[src/rtl/pcie_phy_rx.sv]
// rtl/pcie_phy_rx.sv - 128b/130b receive datapath: block lock, lane merge, descramble
// Optional PCIE_RX_ERR_CNT_EN enables the saturating sync_err_cnt register.
module pcie_phy_rx #(
  parameter int          DATA_WIDTH = 128,
  parameter int          LOCK_CNT   = 4,
  parameter int          UNLOCK_CNT = 2,
  parameter logic [22:0] SCR_SEED   = 23'h1DBFBC
) (
  input  logic                  clk,
  input  logic                  reset,
  input  logic [31:0]           lane0,
  input  logic [31:0]           lane1,
  input  logic [31:0]           lane2,
  input  logic [31:0]           lane3,
  input  logic [1:0]            sync_hdr,
  input  logic                  in_valid,
  output logic [DATA_WIDTH-1:0] data_out,
  output logic                  data_valid,
  output logic                  block_type,
  output logic                  locked,
  output logic [7:0]            sync_err_cnt
);

  typedef enum logic [1:0] {
    ST_UNLOCKED = 2'd0,
    ST_LOCKING  = 2'd1,
    ST_LOCKED   = 2'd2
  } state_t;

  localparam logic [DATA_WIDTH-1:0] EIEOS = {8{16'hFF00}};

  state_t                state, state_nxt;
  logic [3:0]            cnt, cnt_nxt, cnt_inc;
  logic                  hdr_ok, hdr_os, fwd, lock_lost;

  logic                  s1_fwd, s1_os, s1_reload;
  logic [DATA_WIDTH-1:0] s1_data;

  logic [22:0]           lfsr, lfsr_adv;
  logic [DATA_WIDTH-1:0] ks;

  assign hdr_ok  = (sync_hdr == 2'b10) || (sync_hdr == 2'b01);
  assign hdr_os  = (sync_hdr == 2'b01);
  assign cnt_inc = cnt + 4'd1;
  assign locked  = (state == ST_LOCKED);
  // Forwarding is decided on the pre-update state, so the lock-completing block is dropped.
  assign fwd     = in_valid && hdr_ok && (state == ST_LOCKED);

  always_ff @(posedge clk or negedge reset) begin
    if (!reset) begin
      state <= ST_UNLOCKED;
      cnt   <= 4'd0;
    end else begin
      state <= state_nxt;
      cnt   <= cnt_nxt;
    end
  end

  always_comb begin
    state_nxt = state;
    cnt_nxt   = cnt;
    lock_lost = 1'b0;
    if (in_valid) begin
      unique case (state)
        ST_UNLOCKED, ST_LOCKING: begin
          if (!hdr_ok) begin
            state_nxt = ST_UNLOCKED;
            cnt_nxt   = 4'd0;
          end else if (cnt_inc == 4'(LOCK_CNT)) begin
            state_nxt = ST_LOCKED;
            cnt_nxt   = 4'd0;
          end else begin
            state_nxt = ST_LOCKING;
            cnt_nxt   = cnt_inc;
          end
        end
        ST_LOCKED: begin
          if (hdr_ok) begin
            cnt_nxt = 4'd0;
          end else if (cnt_inc == 4'(UNLOCK_CNT)) begin
            state_nxt = ST_UNLOCKED;
            cnt_nxt   = 4'd0;
            lock_lost = 1'b1;
          end else begin
            cnt_nxt = cnt_inc;
          end
        end
        default: begin
          state_nxt = ST_UNLOCKED;
          cnt_nxt   = 4'd0;
        end
      endcase
    end
  end

`ifdef PCIE_RX_ERR_CNT_EN
  logic       err_inc;
  logic [7:0] err_cnt;

  assign err_inc = in_valid && !hdr_ok && (state == ST_LOCKED);

  always_ff @(posedge clk or negedge reset) begin
    if (!reset) begin
      err_cnt <= 8'd0;
    end else if (err_inc && (err_cnt != 8'hFF)) begin
      err_cnt <= err_cnt + 8'd1;
    end
  end

  assign sync_err_cnt = err_cnt;
`else
  assign sync_err_cnt = 8'd0;
`endif

  always_ff @(posedge clk or negedge reset) begin
    if (!reset) begin
      s1_fwd    <= 1'b0;
      s1_os     <= 1'b0;
      s1_reload <= 1'b0;
      s1_data   <= '0;
    end else begin
      s1_fwd    <= fwd;
      s1_os     <= hdr_os;
      s1_reload <= lock_lost;
      if (in_valid) begin
        s1_data <= {lane3, lane2, lane1, lane0};
      end
    end
  end

  // Keystream bit k is l[22] before step k; lfsr_adv is the state after the full block.
  always_comb begin
    lfsr_adv = lfsr;
    ks       = '0;
    for (int k = 0; k < DATA_WIDTH; k++) begin
      ks[k]    = lfsr_adv[22];
      lfsr_adv = {lfsr_adv[21:0],
                  lfsr_adv[22] ^ lfsr_adv[20] ^ lfsr_adv[15] ^
                  lfsr_adv[7]  ^ lfsr_adv[4]  ^ lfsr_adv[1]};
    end
  end

  always_ff @(posedge clk or negedge reset) begin
    if (!reset) begin
      data_out   <= '0;
      data_valid <= 1'b0;
      block_type <= 1'b0;
      lfsr       <= SCR_SEED;
    end else begin
      data_valid <= s1_fwd;
      if (s1_fwd) begin
        block_type <= s1_os;
        if (s1_os) begin
          data_out <= s1_data;
          if (s1_data == EIEOS) begin
            lfsr <= SCR_SEED;
          end
        end else begin
          data_out <= s1_data ^ ks;
          lfsr     <= lfsr_adv;
        end
      end
      // A lock-loss block is never forwarded, so this cannot collide with an advance.
      if (s1_reload) begin
        lfsr <= SCR_SEED;
      end
    end
  end

endmodule
[config.mk]
export PLATFORM = sky130hd
export DESIGN_NAME = pcie_phy_rx
export DESIGN_NICKNAME = d
export VERILOG_FILES = /design/src/rtl/pcie_phy_rx.sv
export SDC_FILE = /design/constraint.sdc
export NUM_CORES = 1
export LEC_CHECK = 0
export BUFFER_PORTS_ARGS = -buffer_cell sky130_fd_sc_hd__clkbuf_2
export CAP_MARGIN = 20
export CELL_PAD_IN_SITES_DETAIL_PLACEMENT = 0
export CELL_PAD_IN_SITES_GLOBAL_PLACEMENT = 1
export CORE_ASPECT_RATIO = 1.5
export CORE_MARGIN = 2
export CORE_UTILIZATION = 30
export CTS_CLUSTER_DIAMETER = 200
export DETAILED_ROUTE_END_ITERATION = 8
export PLACE_DENSITY_LB_ADDON = 0.1
export SLEW_MARGIN = 10
export SYNTH_ARGS = -nofsm -noshare
export SYNTH_HDL_FRONTEND = slang
export SYNTH_SLANG_ARGS = --single-unit
[constraint.sdc]
create_clock -name clk -period 10.7 [get_ports clk]
set_input_delay 2.14 -clock clk [delete_from_list [all_inputs] [get_ports clk]]
set_output_delay 2.14 -clock clk [all_outputs]
set_load 0.02 [all_outputs]
==> impl_results.md <==
* Status: complete, no violations
* Worst min path class: flop to flop
* Sequential Area at 7280 sq um
* CTS tree: built
* Area of the multi-input gates at 17500 sq um
* Final ANT Viol Nets at 0
* Number of synthesized flops with an enable pin at 0
* Number of iterations in the first detailed-routing pass at 4
* Crit path largest cell delay at 0.58 ns
* Ys async rst share at 1.00
* CP dominant cell by count: xnor3_2
* Layout cells sized above 1 at 0.498
* Synthesized cell area at 24500 sq um
* CP Depth at 34
* Die Height at 354 um
* Largest net degree at the start of global routing at 139
* Ys Warns at 0
* Clock Skew at 0.0396 ns
* Cts bufs inserted at 31
* Main synth FF type: dfrtp_1
* Vias in the first global route at 18100
* Row count at 128
* Routed len/inst at 23.3 um
* R2r startpoint: lfsr[7]
* Hold Fails Final Rpt at 0
* R2R depth at 34
* Critical path's top delay family: XOR/XNOR gates
* Arrival @ worst endpoint at 11.10 ns
* Num Clock Sinks at 290
* Number of remaining DRC errors at 0
* Clock transition at path regs at 0.07 ns
* Max-cap violations at 0
* F_max at 94.0 MHz
* Final max-slew violation count at 0
* Count of cell types in the netlist at 53
* Pre-CTS setup slack at -0.391 ns
* Min cycle time layout at 10.63 ns
* Slew @ Worst Pin at 1.01 ns
* Sequential-to-total area share from yosys stat at 0.297
* Vias per cell at 4.42
* Clk_lat worst skew at 0.64 ns
* Critical Path Fanout Max at 5
* Number of antenna violations at the first check in global routing at 1
* # hold bufs at CTS at 0
* Final worst slack at 0.0672 ns
* Final #Nets at 2770
* Gpl congestion at 0.894
* Critical Path Slowest Stage Cell: dfstp_2
* Buf/Inv on CP at 9
* CORE AREA at 81000 sq um
* RSZ-0062 raised after global routing: yes
* Io pins at 272
* Layout Area Growth over Synthesis at 34.1%
* Starting Density at 0.302
* CP Launch Type: flop
* Critical Path End Type: flop
* Die Wd at 237 um
* Finished Core Util at 0.405
* CP Class: flop to flop
* Grt ovf at 0
* Fill count at 7950
* Worst EP required at 11.16 ns
* Initial DRC count at 554
* Final worst path period share at 0.994
* Vias at 16400
* Post-Route WL at 86.2 mm
* HPWL after DPL at 70.5 mm
* PortBufs at 263
* Diode count at 0
* Hold slack at 0.507 ns
* Worst hold stages at 1
* Sum Neg Setup Slack at 0 ns
* Relative max-transition margin at 0.326
* Syn avg cell area at 13.1 sq um
* Root Driver: clkbuf_16
* Hold path start: data_out[117]
* DIE AREA at 83900 sq um
* Max H-tree Level at 1
* First-pass GRT wire length at 125 mm
* Setup crit start: lfsr[7]
* GRT Util Overall at 0.204
* Seq cells post-synth at 290
* Clock Path Buffers at 3
* Gate Count Post-Synth at 1871
* Final setup vio count at 0
==> cell families (layout without fill, tap and decap cells) <==
family | Yosys count | after routing | synth area share
xor gates and xnor gates | 917 | 917 | 0.518
DFF | 290 | 290 | 0.297
and+or+nand+nor | 269 | 269 | 0.0513
muxes | 202 | 202 | 0.0929
AOI/OAI and AO/OA | 97 | 97 | 0.0212
buffers and inverters | 92 | 873 | 0.0171
adders and majority gates | 3 | 3 | 0.00153
other | 1 | 8 | 0.000153
==> cell usage after synthesis, types with 9 or more instances <==
library cell	count	area (sq um)
inv_1	14	52.6
clkbuf_1	49	184
mux2_2	201	2260
xnor3_2	54	1280
xnor2_1	412	3610
xor3_1	32	761
buf_1	9	33.8
nor4_1	11	68.8
xnor3_1	179	4030
xnor2_4	16	440
dfstp_2	16	420
nor2_1	145	544
a21oi_1	71	355
o21ai_0	13	65.1
nand4b_1	9	78.8
dfrtp_1	274	6860
nand2_1	48	180
xnor2_2	32	521
nor2b_1	19	119
xor2_1	165	1450
xor2_2	12	195
buf_4	13	97.6
==> cell type report <==
cell class / count / share of cell area
multi-input combinational: 1496 / 0.534
sequential: 290 / 0.222
tap: 1040 / 0.0397
clock buffer: 43 / 0.0275
timing repair buffer: 801 / 0.168
inverter: 14 / 0.00160
clock inverter: 15 / 0.00683
==> path summary, 6_finish.rpt <==
kind	endpoint	slack (ns)
min in group asynchronous	data_out[41]	1.54
worst min-delay path	data_out[117]	0.51
worst max-delay path	lfsr[1]	0.07
worst max register to register	lfsr[1]	0.07
worst min register to register	data_out[117]	0.51
max in group asynchronous	s1_fwd	7.72
==> state kept, by name, summed over array words and instances, names as in the netlist, 2 cells and up <==
register	cells
lfsr	23
state	2
data_out	128
cnt	4
s1_data	128
==> stage by stage <==
step                      std cells  area [sq um]
after floorplan                1878         24500
after global placement         3578         30500
after detailed placement       3579         30500
after CTS                      3656         32000
after global routing           3699         32800
final                          3699         32800
==> repair_timing <==
| action | CTS | global route |
|---|---|---|
| endpoints found under the hold margin | 0 | 0 |
| buffers inserted | 19 | 43 |
| pin swaps | 28 | 49 |
| resized for setup | 62 | 75 |
| endpoints found under the setup margin | 8 | 8 |
==> routing by layer <==
layer  routed length [um]  up-vias  GRT usage
met5                    0        -          0
met4                 3980        0     0.0875
met3                 2630      120     0.0175
met2                46900      356      0.393
met1                32700     8096      0.228
li1                     -     7780          -
==> layout by cell type, fill, tap and decap left out, types with 10 or more instances in the layout <==
cell,synthesis,routed
clkbuf_16,0,31
xnor2_4,16,26
xor3_1,32,25
buf_4,13,522
xnor2_2,32,64
o21ai_0,13,13
xor2_1,165,145
dfstp_2,16,16
xnor3_1,179,133
a21oi_1,71,71
xor2_4,6,14
nand2_1,48,48
nor2b_1,19,19
nor4_1,11,10
xor3_2,7,14
clkbuf_2,1,261
inv_1,14,14
dfrtp_1,274,272
xnor3_2,54,100
mux2_2,201,201
xor2_2,12,24
nor2_1,145,145
xnor2_1,412,370
Power is left out: the tool's default activity adds up to more than one toggle a clock period on the data nets, which glitch-free logic cannot reach.
